--- config.mk ---
export PLATFORM = sky130hd
export DESIGN_NAME = ram_access_arbiter
export DESIGN_NICKNAME = d
export VERILOG_FILES = /design/src/rtl/ram_access_arbiter_pkg.sv /design/src/rtl/ram_access_arbiter_timeout.sv /design/src/rtl/ram_access_arbiter.sv
export SDC_FILE = /design/constraint.sdc
export NUM_CORES = 1
export LEC_CHECK = 0
export ABC_CLOCK_PERIOD_IN_PS = 2000
export BUFFER_PORTS_ARGS = -buffer_cell sky130_fd_sc_hd__buf_2
export CAP_MARGIN = 15
export CELL_PAD_IN_SITES_DETAIL_PLACEMENT = 0
export CELL_PAD_IN_SITES_GLOBAL_PLACEMENT = 1
export CORE_AREA = 2 2 154 156
export CTS_BUF_LIST = sky130_fd_sc_hd__clkbuf_4 sky130_fd_sc_hd__clkbuf_8
export DETAILED_ROUTE_END_ITERATION = 12
export DIE_AREA = 0 0 156 158
export PLACE_DENSITY_LB_ADDON = 0.1
export SLEW_MARGIN = 0
export SYNTH_ARGS = -nofsm -noshare
export SYNTH_HDL_FRONTEND = slang
export SYNTH_HIERARCHICAL = 1
export SYNTH_SLANG_ARGS = --single-unit
--- constraint.sdc ---
create_clock -name Clk -period 2 [get_ports Clk]
set_input_delay 0.1 -clock Clk [delete_from_list [all_inputs] [get_ports Clk]]
set_output_delay 0.1 -clock Clk [all_outputs]
set_load 0.03 [all_outputs]
--- src/rtl/ram_access_arbiter_pkg.sv ---
// Shared encodings for the RAM access arbiter: FSM state codes, access sizes,
// RAM direction encoding, grant selector and the busError trap vector.
package ram_access_arbiter_pkg;

   localparam logic [1:0] ST_IDLE  = 2'd0;
   localparam logic [1:0] ST_ISSUE = 2'd1;
   localparam logic [1:0] ST_WAIT  = 2'd2;
   localparam logic [1:0] ST_RESP  = 2'd3;

   localparam logic [1:0] SZ_BYTE    = 2'b00;
   localparam logic [1:0] SZ_HALF    = 2'b01;
   localparam logic [1:0] SZ_WORD    = 2'b10;
   localparam logic [1:0] SZ_ILLEGAL = 2'b11;

   localparam logic RW_READ  = 1'b0;
   localparam logic RW_WRITE = 1'b1;

   localparam logic [8:0] BUS_ERR_TRAP_VECTOR = 9'd448;

   typedef enum logic {
      GRANT_DATA  = 1'b0,
      GRANT_FETCH = 1'b1
   } grantSel_t;

   // Illegal size codes are reported as misaligned so they share the no-access error path.
   function automatic logic isMisaligned(input logic [1:0] size, input logic [1:0] addrLo);
      logic bad;
      case (size)
         SZ_BYTE: bad = 1'b0;
         SZ_HALF: bad = addrLo[0];
         SZ_WORD: bad = (addrLo != 2'b00);
         default: bad = 1'b1;
      endcase
      return bad;
   endfunction

endpackage

--- src/rtl/ram_access_arbiter_timeout.sv ---
// WAIT-phase cycle counter: cleared at issue, counts while enabled and flags the
// last allowed cycle. TIMEOUT=0 never expires.
module ram_timeout_counter #(
   parameter int unsigned TIMEOUT = 64
) (
   input  logic clk,
   input  logic resetN,
   input  logic clear,
   input  logic enable,
   output logic expired
);

   localparam int unsigned CNT_W = (TIMEOUT > 1) ? $clog2(TIMEOUT) : 1;

   logic [CNT_W-1:0] count;

   always_ff @(posedge clk or negedge resetN) begin
      if (!resetN) begin
         count <= '0;
      end else if (clear) begin
         count <= '0;
      end else if (enable && !expired && (TIMEOUT != 0)) begin
         count <= count + 1'b1;
      end
   end

   always_comb begin
      expired = (TIMEOUT != 0) && (count == CNT_W'(TIMEOUT - 1));
   end

endmodule

--- src/rtl/ram_access_arbiter.sv ---
// Arbitrates the single RAM port between instruction fetch and load/store, and
// sequences each access through IDLE -> ISSUE -> WAIT -> RESP with registered outputs.
module ram_access_arbiter
   import ram_access_arbiter_pkg::*;
#(
   parameter int unsigned ADDR_W     = 9,
   parameter int unsigned DATA_W     = 32,
   parameter int unsigned TIMEOUT    = 64,
   parameter int unsigned MAX_DBURST = 4
) (
   input  logic              Clk,
   input  logic              reset,
   input  logic              fReq,
   input  logic [ADDR_W-1:0] fAddr,
   output logic              fDone,
   output logic              fErr,
   input  logic              dReq,
   input  logic              dRW,
   input  logic [1:0]        dSize,
   input  logic [ADDR_W-1:0] dAddr,
   input  logic [DATA_W-1:0] dWData,
   output logic              dDone,
   output logic              dErr,
   output logic [DATA_W-1:0] rData,
   output logic              busError,
   output logic              ramMFA,
   output logic              ramRW,
   output logic [1:0]        ramDataSize,
   output logic [ADDR_W-1:0] ramAddress,
   output logic [DATA_W-1:0] ramDataOut,
   input  logic [DATA_W-1:0] ramDataIn,
   input  logic              ramMFC
);

   localparam int unsigned BURST_W = (MAX_DBURST > 0) ? $clog2(MAX_DBURST + 1) : 1;

   logic [1:0]         state;
   logic [1:0]         stateNext;
   grantSel_t          grant;
   grantSel_t          grantNext;
   logic               latRW;
   logic [1:0]         latSize;
   logic [ADDR_W-1:0]  latAddr;
   logic [DATA_W-1:0]  latWData;
   logic [BURST_W-1:0] burstCnt;

   logic fetchWins;
   logic dataWins;
   logic reqBad;
   logic timerExpired;
   logic timeoutHit;
   logic respErr;
   logic enterResp;

   ram_timeout_counter #(
      .TIMEOUT(TIMEOUT)
   ) uTimer (
      .clk     (Clk),
      .resetN  (reset),
      .clear   (state == ST_ISSUE),
      .enable  (state == ST_WAIT),
      .expired (timerExpired)
   );

   // Data has priority until MAX_DBURST data grants have gone by with a fetch waiting.
   always_comb begin
      fetchWins  = fReq && (!dReq || (burstCnt == BURST_W'(MAX_DBURST)));
      dataWins   = dReq && !fetchWins;
      reqBad     = fetchWins ? isMisaligned(SZ_WORD, fAddr[1:0])
                             : isMisaligned(dSize, dAddr[1:0]);
      timeoutHit = (state == ST_WAIT) && !ramMFC && timerExpired;

      stateNext = state;
      grantNext = grant;
      respErr   = 1'b0;
      case (state)
         ST_IDLE: begin
            if (fetchWins || dataWins) begin
               grantNext = fetchWins ? GRANT_FETCH : GRANT_DATA;
               stateNext = reqBad ? ST_RESP : ST_ISSUE;
               respErr   = reqBad;
            end
         end
         ST_ISSUE: stateNext = ST_WAIT;
         ST_WAIT: begin
            if (ramMFC || timerExpired) begin
               stateNext = ST_RESP;
               respErr   = timeoutHit;
            end
         end
         default: stateNext = ST_IDLE;
      endcase
      enterResp = (stateNext == ST_RESP) && (state != ST_RESP);
   end

   // Done/Err are launched on the edge entering RESP so they are high exactly during RESP.
   always_ff @(posedge Clk or negedge reset) begin
      if (!reset) begin
         state       <= ST_IDLE;
         grant       <= GRANT_DATA;
         latRW       <= RW_READ;
         latSize     <= SZ_BYTE;
         latAddr     <= '0;
         latWData    <= '0;
         burstCnt    <= '0;
         fDone       <= 1'b0;
         fErr        <= 1'b0;
         dDone       <= 1'b0;
         dErr        <= 1'b0;
         rData       <= '0;
         busError    <= 1'b0;
         ramMFA      <= 1'b0;
         ramRW       <= RW_READ;
         ramDataSize <= SZ_BYTE;
         ramAddress  <= '0;
         ramDataOut  <= '0;
      end else begin
         state    <= stateNext;
         grant    <= grantNext;
         fDone    <= enterResp && (grantNext == GRANT_FETCH);
         dDone    <= enterResp && (grantNext == GRANT_DATA);
         fErr     <= enterResp && (grantNext == GRANT_FETCH) && respErr;
         dErr     <= enterResp && (grantNext == GRANT_DATA) && respErr;
         busError <= timeoutHit;

         if (state == ST_IDLE) begin
            if (!fReq || fetchWins) begin
               burstCnt <= '0;
            end else if (dataWins) begin
               burstCnt <= burstCnt + 1'b1;
            end

            if (fetchWins) begin
               latRW    <= RW_READ;
               latSize  <= SZ_WORD;
               latAddr  <= fAddr;
               latWData <= '0;
            end else if (dataWins) begin
               latRW    <= dRW;
               latSize  <= dSize;
               latAddr  <= dAddr;
               latWData <= dWData;
            end
         end

         if (state == ST_ISSUE) begin
            ramMFA      <= 1'b1;
            ramRW       <= latRW;
            ramDataSize <= latSize;
            ramAddress  <= latAddr;
            ramDataOut  <= latWData;
         end

         if ((state == ST_WAIT) && (ramMFC || timerExpired)) begin
            ramMFA <= 1'b0;
         end

         if ((state == ST_WAIT) && ramMFC && (latRW == RW_READ)) begin
            rData <= ramDataIn;
         end
      end
   end

endmodule

==> metrics.txt <==
# TYPE chip_impl_metric gauge
chip_impl_metric{name="drc",unit=""} 0
chip_impl_metric{name="yosys_register_bits",unit=""} 138
chip_impl_metric{name="placed_cell_area",unit="mm²"} 0.00689
chip_impl_metric{name="yosys.area_share.xor_xnor",unit="%"} 0
chip_impl_metric{name="design.die.area",unit="mm²"} 0.0246
chip_impl_metric{name="r2r_setup_slack",unit="ns"} 0.35
chip_impl_metric{name="initial_core_util",unit="%"} 24.7
chip_impl_info{name="unrepaired_setup_endpoints_after_global_routing",value="no"} 1
chip_impl_metric{name="vdd.ir_drop.worst",unit="mV"} 0.537
chip_impl_metric{name="global_route.usage.met2",unit="%"} 19.2
chip_impl_metric{name="detail_route.vias_per_cell",unit=""} 4.09
chip_impl_info{name="status",value="completed"} 1
chip_impl_metric{name="grt_total_usage",unit="%"} 12.1
chip_impl_metric{name="post_synth_num_cell_types",unit=""} 46
chip_impl_metric{name="mappedNetlistNets",unit=""} 549
chip_impl_metric{name="io_buffer_count",unit=""} 171
chip_impl_metric{name="place_congestion",unit=""} 0.710
chip_impl_metric{name="slew-limit-headroom",unit="%"} 67.7
chip_impl_metric{name="fin_area",unit="mm²"} 0.00826
chip_impl_metric{name="first_global_vias",unit=""} 4263
chip_impl_metric{name="worst-endpoint-arrival",unit="ns"} 1.97
chip_impl_metric{name="synth_mux_area_share",unit="%"} 16.6
chip_impl_metric{name="final_cell_count_without_fillers",unit=""} 1019
chip_impl_metric{name="ant_nets",unit=""} 0
chip_impl_metric{name="fin_worst_skew",unit="ns"} 0.0120
chip_impl_metric{name="netlist.area_leader.share",unit="%"} 60.6
chip_impl_metric{name="avgRoutedWirePerCell",unit="µm"} 14.3
chip_impl_metric{name="syn_area_per_cell",unit="µm²"} 12.6
chip_impl_metric{name="hold_viol",unit=""} 0
chip_impl_metric{name="globalRouteMet3Util",unit="%"} 3.34
chip_impl_metric{name="multi_input_comb_area",unit="mm²"} 0.00202
chip_impl_metric{name="required_time_of_the_critical_path",unit="ns"} 2.32
chip_impl_metric{name="cts-buffers-inserted",unit=""} 17
chip_impl_info{name="path_cells",value="inv_1, ha_1, a21boi_4, nor2_4, mux2i_1, o21ai_0"} 1
chip_impl_info{name="cts-root-buf",value="sky130_fd_sc_hd__clkbuf_8"} 1
chip_impl_metric{name="via_count",unit=""} 4172
chip_impl_metric{name="final.min_clock_period",unit="ns"} 1.65
chip_impl_metric{name="drt_iter0_drc",unit=""} 155
chip_impl_metric{name="placement_rows",unit=""} 56
chip_impl_metric{name="p_int",unit="µW"} 7890
chip_impl_metric{name="clock_insertion_delay_worst_skew",unit="ns"} 0.44
chip_impl_metric{name="worst_hold_path.num_cells",unit=""} 3
chip_impl_metric{name="achievable-frequency",unit="MHz"} 606
chip_impl_metric{name="detail_route.wirelength",unit="µm"} 14500
chip_impl_info{name="cp-start-kind",value="flip-flop"} 1
chip_impl_info{name="hold_path.class",value="in -> reg"} 1
chip_impl_metric{name="die_height",unit="µm"} 158
chip_impl_info{name="synthTopCellsByArea",value="sky130_fd_sc_hd__dfrtp_1 (61%), sky130_fd_sc_hd__mux2_2 (15%), sky130_fd_sc_hd__nand2_1 (5.5%)"} 1
chip_impl_metric{name="fin_hold_ws",unit="ns"} 0.0453
chip_impl_metric{name="timing.setup.tns",unit="ns"} 0
chip_impl_metric{name="yosysSeqAreaShare",unit="%"} 60.6
chip_impl_metric{name="first_pass_grt_wire_length",unit="µm"} 22900
chip_impl_metric{name="setup_viol",unit=""} 0
chip_impl_metric{name="leakagePower",unit="µW"} 0.00399
chip_impl_metric{name="n_fill_cell",unit=""} 2338
chip_impl_metric{name="die_x",unit="µm"} 156
chip_impl_metric{name="antennaDiodeCount",unit=""} 0
chip_impl_metric{name="synthToLayoutAreaGrowth",unit="%"} 44.9
chip_impl_metric{name="firstDrtPassIters",unit=""} 4
chip_impl_metric{name="cts.repair_timing.setup_buffer_count",unit=""} 0
chip_impl_metric{name="fin_total_pwr",unit="µW"} 12900
chip_impl_metric{name="critical_path.max_fanout",unit=""} 11
chip_impl_metric{name="maxSlewViolCount",unit=""} 0
chip_impl_metric{name="powerDensity",unit="mW/mm²"} 1570
chip_impl_metric{name="power.share.combinational",unit="%"} 41.7
chip_impl_metric{name="post_detailed_placement_half_perimeter_wirelength",unit="µm"} 9930
chip_impl_metric{name="cts_buffer_depth",unit=""} 2
chip_impl_metric{name="sequentialPowerShare",unit="%"} 35.8
chip_impl_metric{name="antenna_found_initial",unit=""} 0
chip_impl_info{name="grt_busiest_layer",value="met2"} 1
chip_impl_metric{name="place.detailed.instances",unit=""} 901
chip_impl_metric{name="final_layout_size_suffix_gt1_share",unit="%"} 42.0
chip_impl_metric{name="worst_setup_hold_path_clk_slew",unit="ns"} 0.08
chip_impl_metric{name="nNetsFinal",unit=""} 813
chip_impl_metric{name="largest_net_degree_at_the_start_of_global_routing",unit=""} 65
chip_impl_info{name="crit_type",value="reg -> reg"} 1
chip_impl_metric{name="power.switching_fraction",unit="%"} 39.0
chip_impl_metric{name="worst_slew_pin_slew",unit="ns"} 0.483
chip_impl_info{name="worst_setup_path_end_kind",value="flip-flop"} 1
chip_impl_metric{name="simple_gate_portion_of_the_synthesized_area",unit="%"} 9.18
chip_impl_metric{name="synthesis.area",unit="mm²"} 0.00570
chip_impl_metric{name="synthesis.instances",unit=""} 452
chip_impl_metric{name="crit_path_max_incr_delay",unit="ns"} 0.39
chip_impl_metric{name="clock_tree.htree_level_count",unit=""} 4
chip_impl_info{name="cts_tree",value="yes"} 1
chip_impl_metric{name="post_synth_fa_ha_maj_area_fraction",unit="%"} 1.54
chip_impl_metric{name="reg2reg_depth",unit=""} 6
chip_impl_metric{name="seq_area",unit="mm²"} 0.00345
chip_impl_metric{name="synth_compound_area_share",unit="%"} 8.13
chip_impl_metric{name="globalRouteOverflowTotal",unit=""} 0
chip_impl_metric{name="clock_tree_sinks",unit=""} 138
chip_impl_metric{name="coreArea",unit="mm²"} 0.0231
chip_impl_metric{name="top_level_ports",unit=""} 172
chip_impl_metric{name="met1_usage",unit="%"} 15.7
chip_impl_metric{name="cap_violations",unit=""} 0
chip_impl_metric{name="clock_network_fraction_of_total_power",unit="%"} 22.5
chip_impl_metric{name="netSwitchingPower",unit="µW"} 5050
chip_impl_info{name="slowest_cell_on_the_critical_path",value="sky130_fd_sc_hd__nor2_4"} 1
chip_impl_info{name="dominant_combinational_cell_family_by_area_after_synthesis",value="multiplexers"} 1
chip_impl_metric{name="yosysWarnings",unit=""} 6
chip_impl_metric{name="fin_crit_sh",unit="%"} 82.5
chip_impl_info{name="synth_largest_area_cell",value="sky130_fd_sc_hd__dfrtp_1"} 1
metal layers:
layer	wire, µm	up-vias
met4	210	0
met3	880	14
li1	-	2075
met2	6550	137
met5	0	-
met1	6900	1946
flip-flops by register name, indices dropped and copies added (netlist names), 2 cells and up:
signal	count
latWData	32
ramDataSize	2
uTimer/count	6
ramDataOut	32
ramAddress	9
burstCnt	3
rData	32
state	2
latSize	2
latAddr	9
through the flow:
stage / worst slack [ns] / utilization, %
3_3_place_gp: 0.366 / 29.9
2_1_floorplan: 0.389 / -
4_1_cts: 0.304 / 35.8
3_5_place_dp: 0.329 / 29.9
6_report: 0.349 / 35.8
5_1_grt: 0.175 / 35.8
path summary, 6_finish.rpt:
path	endpoint	start
min in group asynchronous	rData[7]$_DFFE_PN0P_	reset
hold / removal	latAddr[0]$_DFFE_PN0P_	dAddr[0]
setup reg to reg	latAddr[6]$_DFFE_PN0P_	burstCnt[0]$_DFFE_PN0P_
max in group asynchronous	latWData[11]$_DFFE_PN0P_	reset
hold reg to reg	ramMFA$_DFFE_PN0P_	ramMFA$_DFFE_PN0P_
setup / recovery	latAddr[6]$_DFFE_PN0P_	burstCnt[0]$_DFFE_PN0P_
cells in the mapped netlist (all sizes together):
cell type / instances
a211oi: 1
a21bo: 1
a21boi: 1
a21oi: 5
a22oi: 2
a31o: 1
a31oi: 2
a41oi: 1
and3: 1
buf: 21
clkbuf: 4
dfrtp: 138
ha: 7
inv: 10
mux2: 76
mux2i: 9
nand2: 85
nand2b: 1
nand3: 1
nand3b: 1
nand4: 5
nand4b: 2
nor2: 7
nor2b: 1
nor3: 8
nor3b: 3
o211ai: 2
o21a: 1
o21ai: 50
o21bai: 1
o22ai: 1
o311a: 1
o31a: 1
o31ai: 1
critical path, delay by kind of cell, from the launching register on:
family | cells | cell delay (ns)
buffers and inverters | 1 | 0.09
adder cells (fa/ha/maj) | 1 | 0.22
flip-flops | 1 | 0.38
multiplexers | 1 | 0.26
AND/OR/NAND/NOR | 1 | 0.39
AO/OA/AOI/OAI | 2 | 0.19
cell usage in the layout, fill, tap and decap left out, types with 3 or more instances in the layout:
cell,n
sky130_fd_sc_hd__ha_1,6
sky130_fd_sc_hd__a21oi_1,4
sky130_fd_sc_hd__inv_1,9
sky130_fd_sc_hd__buf_12,4
sky130_fd_sc_hd__nor3b_1,3
sky130_fd_sc_hd__nand2_1,83
sky130_fd_sc_hd__clkbuf_8,17
sky130_fd_sc_hd__mux2i_1,9
sky130_fd_sc_hd__o21ai_1,9
sky130_fd_sc_hd__mux2_2,76
sky130_fd_sc_hd__nor3_1,7
sky130_fd_sc_hd__buf_2,170
sky130_fd_sc_hd__buf_4,9
sky130_fd_sc_hd__dfrtp_1,138
sky130_fd_sc_hd__nor2_1,6
sky130_fd_sc_hd__dlygate4sd3_1,86
sky130_fd_sc_hd__clkinv_4,4
sky130_fd_sc_hd__bufinv_16,7
sky130_fd_sc_hd__nand4_1,5
sky130_fd_sc_hd__o21ai_0,40
cell type report:
type	count	share of cell area [%]
multi-input combinational	279	24.5
clock inverter	14	3.24
inverter	10	0.455
clock buffer	18	2.93
timing repair buffer	270	22.7
tap	290	4.40
sequential	138	41.8
logic make-up (layout without fill, tap and decap cells):
kind of cell / count (synthesis) / after routing
multiplexers: 85 / 85
adder cells (fa/ha/maj): 7 / 7
AND/OR/NAND/NOR: 115 / 115
buffers and inverters: 35 / 312
AO/OA/AOI/OAI: 72 / 72
flip-flops: 138 / 138
repair_timing:
action / CTS / global route
resized for setup: 0 / 0
endpoints found under the hold margin: 131 / 0
hold buffers: 86 / 0
power by group through the flow:
stage	Clock (µW)	Sequential (µW)	Combinational, µW
2_1_floorplan	0	6080	2320
3_3_place_gp	0	4670	5300
3_5_place_dp	0	4710	5350
4_1_cts	3040	4660	5490
5_1_grt	3150	4820	5850
6_report	2920	4640	5390
(Power assumes the default switching activity.)
